File: src/rtl/uart_rx_fifo.sv
// uart_rx_fifo: UART receiver with mid-bit sampling, start-bit glitch rejection,
// framing/overrun detection and a first-word-fall-through receive FIFO drained
// through a valid (empty=0) / rd_en handshake.
// Optional feature: define UART_PARITY_EN to add one parity bit per frame,
// the PARITY_ODD parameter and the parity_err output.
module uart_rx_fifo #(
   parameter int BAUD_DIV  = 2604,
   parameter int DATA_BITS = 8,
   parameter int DEPTH     = 32
`ifdef UART_PARITY_EN
   ,
   parameter int PARITY_ODD = 0
`endif
) (
   input  logic                         Clk,
   input  logic                         Reset,
   input  logic                         RX,
   input  logic                         En,
   input  logic                         rd_en,
   output logic [DATA_BITS-1:0]         data_out,
   output logic                         empty,
   output logic                         full,
   output logic [$clog2(DEPTH+1)-1:0]   count,
   output logic                         frame_err,
   output logic                         overrun,
   output logic                         busy
`ifdef UART_PARITY_EN
   ,
   output logic                         parity_err
`endif
);

   localparam int CNT_W = $clog2(BAUD_DIV);
   localparam int IDX_W = $clog2(DATA_BITS);
   localparam int PTR_W = $clog2(DEPTH);
   localparam int OCC_W = $clog2(DEPTH + 1);

   // Start state samples half a bit in so every later sample lands mid-bit.
   localparam logic [CNT_W-1:0] HALF_TERM = CNT_W'(BAUD_DIV / 2 - 1);
   localparam logic [CNT_W-1:0] FULL_TERM = CNT_W'(BAUD_DIV - 1);
   localparam logic [IDX_W-1:0] LAST_IDX  = IDX_W'(DATA_BITS - 1);
   localparam logic [OCC_W-1:0] FULL_OCC  = OCC_W'(DEPTH);

   typedef enum logic [2:0] {
      S_IDLE,
      S_START,
      S_DATA,
`ifdef UART_PARITY_EN
      S_PARITY,
`endif
      S_STOP,
      S_BREAK
   } state_t;

   logic                 rx_meta, rx_s, rx_prev;
   logic                 rx_fall;
   state_t               state;
   logic [CNT_W-1:0]     cnt;
   logic [IDX_W-1:0]     bit_idx;
   logic [DATA_BITS-1:0] shift;
   logic                 push_req;
   logic [DATA_BITS-1:0] push_data;
   logic [DATA_BITS-1:0] mem [DEPTH];
   logic [PTR_W-1:0]     wr_ptr, rd_ptr;
   logic                 pop, do_push;
`ifdef UART_PARITY_EN
   logic                 par_bit;
   logic                 par_ok;

   assign par_ok = (((^shift) ^ par_bit) == (PARITY_ODD != 0));
`endif

   assign rx_fall = rx_prev & ~rx_s;

   // Two-flop synchroniser plus one history flop for falling-edge detection; idle-high preset.
   always_ff @(posedge Clk or posedge Reset) begin
      if (Reset) begin
         rx_meta <= 1'b1;
         rx_s    <= 1'b1;
         rx_prev <= 1'b1;
      end else begin
         // NOTE: sequential state uses non-blocking assignments so every flop samples pre-edge values.
         rx_meta <= RX;
         rx_s    <= rx_meta;
         rx_prev <= rx_s;
      end
   end

   // Receive FSM: bit timer, shift register, registered pulses and push request.
   always_ff @(posedge Clk or posedge Reset) begin
      if (Reset) begin
         state     <= S_IDLE;
         cnt       <= '0;
         bit_idx   <= '0;
         shift     <= '0;
         push_req  <= 1'b0;
         push_data <= '0;
         frame_err <= 1'b0;
         busy      <= 1'b0;
`ifdef UART_PARITY_EN
         par_bit    <= 1'b0;
         parity_err <= 1'b0;
`endif
      end else begin
         push_req  <= 1'b0;
         frame_err <= 1'b0;
`ifdef UART_PARITY_EN
         parity_err <= 1'b0;
`endif
         cnt <= cnt + CNT_W'(1);
         if (!En && state != S_IDLE) begin
            // Receiver disabled mid-frame: drop everything silently.
            state <= S_IDLE;
            busy  <= 1'b0;
            cnt   <= '0;
         end else begin
            case (state)
               S_IDLE: begin
                  cnt <= '0;
                  if (En && rx_fall) begin
                     state <= S_START;
                     busy  <= 1'b1;
                  end
               end
               S_START: begin
                  if (cnt == HALF_TERM) begin
                     cnt <= '0;
                     if (rx_s) begin
                        state <= S_IDLE;
                        busy  <= 1'b0;
                     end else begin
                        state   <= S_DATA;
                        bit_idx <= '0;
                     end
                  end
               end
               S_DATA: begin
                  if (cnt == FULL_TERM) begin
                     cnt            <= '0;
                     shift[bit_idx] <= rx_s;
                     if (bit_idx == LAST_IDX) begin
`ifdef UART_PARITY_EN
                        state <= S_PARITY;
`else
                        state <= S_STOP;
`endif
                     end else begin
                        bit_idx <= bit_idx + IDX_W'(1);
                     end
                  end
               end
`ifdef UART_PARITY_EN
               S_PARITY: begin
                  if (cnt == FULL_TERM) begin
                     cnt     <= '0;
                     par_bit <= rx_s;
                     state   <= S_STOP;
                  end
               end
`endif
               S_STOP: begin
                  if (cnt == FULL_TERM) begin
                     cnt <= '0;
                     if (rx_s) begin
                        state <= S_IDLE;
                        busy  <= 1'b0;
`ifdef UART_PARITY_EN
                        if (par_ok) begin
                           push_req  <= 1'b1;
                           push_data <= shift;
                        end else begin
                           parity_err <= 1'b1;
                        end
`else
                        push_req  <= 1'b1;
                        push_data <= shift;
`endif
                     end else begin
                        frame_err <= 1'b1;
                        state     <= S_BREAK;
                     end
                  end
               end
               S_BREAK: begin
                  cnt <= '0;
                  if (rx_s) begin
                     state <= S_IDLE;
                     busy  <= 1'b0;
                  end
               end
               default: begin
                  state <= S_IDLE;
                  busy  <= 1'b0;
                  cnt   <= '0;
               end
            endcase
         end
      end
   end

   assign empty    = (count == '0);
   assign full     = (count == FULL_OCC);
   assign pop      = rd_en & ~empty;
   assign do_push  = push_req & (~full | pop);
   assign data_out = empty ? '0 : mem[rd_ptr];

   // FIFO storage write port.
   always_ff @(posedge Clk) begin
      // NOTE: storage is not reset; occupancy is, and data_out is masked while empty.
      if (do_push) mem[wr_ptr] <= push_data;
   end

   // FIFO pointers, occupancy and overrun pulse.
   always_ff @(posedge Clk or posedge Reset) begin
      if (Reset) begin
         wr_ptr  <= '0;
         rd_ptr  <= '0;
         count   <= '0;
         overrun <= 1'b0;
      end else begin
         overrun <= push_req & full & ~pop;
         if (do_push) wr_ptr <= wr_ptr + PTR_W'(1);
         if (pop)     rd_ptr <= rd_ptr + PTR_W'(1);
         if (do_push && !pop)      count <= count + OCC_W'(1);
         else if (!do_push && pop) count <= count - OCC_W'(1);
      end
   end

endmodule

File: config.mk
export PLATFORM = sky130hd
export DESIGN_NAME = uart_rx_fifo
export DESIGN_NICKNAME = d
export VERILOG_FILES = /design/src/rtl/uart_rx_fifo.sv
export SDC_FILE = /design/constraint.sdc
export NUM_CORES = 1
export LEC_CHECK = 0
export ABC_AREA = 1
export CAP_MARGIN = 20
export CORE_MARGIN = 5
export CORE_UTILIZATION = 30
export CTS_CLUSTER_SIZE = 20
export DETAILED_ROUTE_END_ITERATION = 6
export PLACE_DENSITY = 0.52
export SLEW_MARGIN = 25
export SYNTH_ARGS = -nofsm -noshare
export SYNTH_HDL_FRONTEND = slang
export SYNTH_SLANG_ARGS = --single-unit
File: constraint.sdc
create_clock -name Clk -period 2.79 [get_ports Clk]
set_input_delay 0.558 -clock Clk [delete_from_list [all_inputs] [get_ports Clk]]
set_output_delay 0.558 -clock Clk [all_outputs]
set_load 0.01 [all_outputs]
==> impl_metrics.env <==
export IMPL_outcome="complete, but fails checks"
export IMPL_violations="setup timing"
export IMPL_fp_row_count=77
export IMPL_slew_headroom=0.529
export IMPL_dp_cells=1955
export IMPL_start_kind="flop"
export IMPL_fmax_mhz=343
export IMPL_vias=9571
export IMPL_finalMaxSlewViolations=0
export IMPL_internal_power_mw=10.7
export IMPL_crit_type="flop to output port"
export IMPL_r2r_slack_ns=0.28
export IMPL_synth_compound_area_frac=0.0567
export IMPL_synth_main_ff_cell="edfxtp_1"
export IMPL_critical_path_slowest_cell="dfrtp_4"
export IMPL_synth_simple_area_share=0.207
export IMPL_htree_levels=2
export IMPL_grt_max_degree=36
export IMPL_die_x_um=222
export IMPL_ys_seq_elements=313
export IMPL_hold_ws_ns=0.354
export IMPL_clkLatencyLatePin_ns=0.52
export IMPL_pwr_share_seq=0.319
export IMPL_synth_xor_area_frac=0.00970
export IMPL_cts_reportedPaths_clkPinSlew_ns=0.06
export IMPL_met1_length_mm=17.0
export IMPL_hold_viol_final=0
export IMPL_syn_nets=1324
export IMPL_crit_top_cell="buf_6"
export IMPL_yosys_warnings=0
export IMPL_finalSetupViolCount=8
export IMPL_max_stage_delay_ns=0.52
export IMPL_fin_ws_ns=-0.129
export IMPL_yosys_top_cells_area="edfxtp_1 (57%), dfrtp_1 (10%), nand2_1 (7.8%)"
export IMPL_synthCells=1303
export IMPL_synth_adder_area_share=0.0153
export IMPL_core_um2=44400
export IMPL_io_pins=24
export IMPL_rsz0062_at_grt="yes"
export IMPL_antenna_found_initial=0
export IMPL_ir_drop_v=0.000541
export IMPL_p_switching_mw=5.81
export IMPL_die_y_um=222
export IMPL_grt_ovfl_total=0
export IMPL_numClockSinks=313
export IMPL_cts_path_max_buffers=3
export IMPL_grt_pass1_vias=9649
export IMPL_seq_area_frac_synth=0.673
export IMPL_synth_mux_area_frac=0
export IMPL_hold_path_class="flop to flop"
export IMPL_synthDominantCellAreaShare=0.568
export IMPL_critPathArrivalTime_ns=2.36
export IMPL_nNetsFinal=1453
export IMPL_pre_cts_slack_ns=-0.146
export IMPL_drv_cap=0
export IMPL_drive_gt1_frac=0.205
export IMPL_skew_ns=0.0178
export IMPL_antenna_diode_count=0
export IMPL_yosys_cell_types_count=35
export IMPL_ant_nets=0
export IMPL_path_max_fanout=7
export IMPL_swShare=0.351
export IMPL_stdcell_count=2048
export IMPL_crit_chain="buf_6 > inv_12 > buf_12 > buf_8 > o21ai_1 > nand3_1 > nand2_2 > nor2_2 > nor2_1 > buf_4 > nor2_4 > buf_6"
export IMPL_p_leak_nw=7.17
export IMPL_drt_pass1_iterations=5
export IMPL_met3_length_mm=1.70
export IMPL_numCtsBuffers=36
export IMPL_p_comb_frac=0.419
export IMPL_cts_tree="done"
export IMPL_wl_met2_mm=16.4
export IMPL_avgRoutedWirePerCell_um=17.6
export IMPL_synth_avg_cell_area_um2=10.4
export IMPL_synth_top_family_by_area="simple AND/OR/NAND/NOR gates"
export IMPL_gp_congestion=0.801
export IMPL_fin_util=0.387
export IMPL_crit_path_end_kind="output port"
export IMPL_port_buffers=23
export IMPL_synth_async_reset_ratio=0.182
export IMPL_yosysTopAreaCell="edfxtp_1"
export IMPL_initial_core_util=0.305
export IMPL_synth_cell_area_um2=13500
export IMPL_drt_vias_per_instance=4.67
export IMPL_drtIter0Drc=691
export IMPL_fin_crit_ns=2.92
export IMPL_power_frac_clock=0.262
export IMPL_p_per_area_nw_per_um2=962
export IMPL_track_usage=0.144
export IMPL_syn_to_final_growth_pct=27.0
export IMPL_die_area_um2=49500
export IMPL_dpl_hpwl_mm=21.8
export IMPL_fin_crit_sh=1.05
export IMPL_grt_pass1_wl_mm=56.5
export IMPL_drc=0
export IMPL_route_final_wire_length_mm=36.1
export IMPL_synth_edf_count=256
export IMPL_ctsRootBufferMaster="clkbuf_16"
export IMPL_worstMarginPinSlew_ns=0.707
export IMPL_required_ns=2.23
export IMPL_top_layer="met4"
kinds of logic after synthesis:
family / Yosys count
flops: 313
simple gates: 687
buf+inv: 121
compound gates: 151
xor+xnor: 15
fa+ha+maj: 16
flip-flops by register name (all words and copies together), names as in the netlist:
| signal | count |
|---|---|
| mem | 256 |
| cnt | 12 |
| push_data | 8 |
| shift | 8 |
| count | 6 |
| rd_ptr | 5 |
| wr_ptr | 5 |
| bit_idx | 3 |
| state | 3 |
| busy | 1 |
| frame_err | 1 |
| overrun | 1 |
| push_req | 1 |
| rx_meta | 1 |
| rx_prev | 1 |
| rx_s | 1 |
worst paths after layout:
path                               end      start  cells past startpoint
min in group asynchronous       cnt[7]      Reset                      2
max in group asynchronous    rd_ptr[0]      Reset                      3
setup reg to reg              count[5]   count[1]                     15
hold reg to reg                   rx_s    rx_meta                      0
setup / recovery           data_out[7]  rd_ptr[0]                     12
hold / removal                    rx_s    rx_meta                      0
power groups by stage:
| stage | clock, mW | sequential (mW) | combinational (mW) |
|---|---|---|---|
| 2_1_floorplan | 0 | 5.33 | 3.00 |
| 5_1_grt | 4.64 | 5.29 | 7.55 |
| 6_report | 4.34 | 5.28 | 6.93 |
| 4_1_cts | 4.44 | 5.28 | 6.45 |
| 3_3_place_gp | 0 | 5.37 | 4.95 |
| 3_5_place_dp | 0 | 5.37 | 4.97 |
metal layers:
metal,vias up,track usage
met5,-,0
met4,0,0.0407
met3,60,0.0244
met2,205,0.228
met1,4643,0.206
li1,4663,-
per-stage QoR:
stage | setup TNS, ns | instance area [um^2] | power [mW]
6_report | -0.804 | 17200 | 16.5
5_1_grt | -1.53 | 17200 | 17.5
4_1_cts | -1.02 | 16900 | 16.2
3_5_place_dp | -0.463 | 15100 | 10.3
3_3_place_gp | -0.382 | 15100 | 10.3
2_1_floorplan | 0 | 13500 | 8.34
cells in the final DEF (no fill, tap or decap), types with 25 or more instances in the layout:
cell / instances
buf_4: 73
dfrtp_1: 52
o21ai_0: 57
o21ai_1: 54
edfxtp_1: 256
clkbuf_16: 38
nor2_2: 25
inv_1: 58
nand2_2: 28
nand3_1: 86
nor2_1: 238
nand2_1: 256
cells in the mapped netlist, types with 3 or more instances:
cell type and n:
nand2_1 281, nor2_1 277, edfxtp_1 256, o21ai_0 113
nand3_1 95, inv_1 59, dfrtp_1 54, buf_2 22
a21oi_1 20, clkbuf_1 19, ha_1 15, o21ai_1 13
xor2_1 13, nor3_1 10, nand4_1 9, inv_2 7
buf_4 6, buf_1 4, nand2_2 4, dfstp_2 3
nor2_2 3
critical path: cells and delay by family, from the launching register on:
kind	cells	cell delay, ns
AND/OR/NAND/NOR	5	0.48
buffers and inverters	6	0.76
flip-flops	1	0.52
AO/OA/AOI/OAI	1	0.07
area by class of cell:
cell class	instances	area, um^2
fill	4274	27200
sequential	313	9120
multi-input combinational	869	4300
timing repair buffer	144	1700
clock buffer	47	973
tap	592	741
inverter	68	268
clock inverter	15	93.8
repair_timing:
| item | in CTS | in global routing |
|---|---|---|
| pin swaps | 65 | 45 |
| setup buffers | 18 | 3 |
| cloned | 11 | 1 |
| hold buffers | 0 | 0 |
| gates resized for setup | 172 | 87 |
| endpoints found under the setup margin | 8 | 8 |
| hold endpoints to repair | 0 | 0 |
Note: power is estimated with default switching activity, not from simulation.
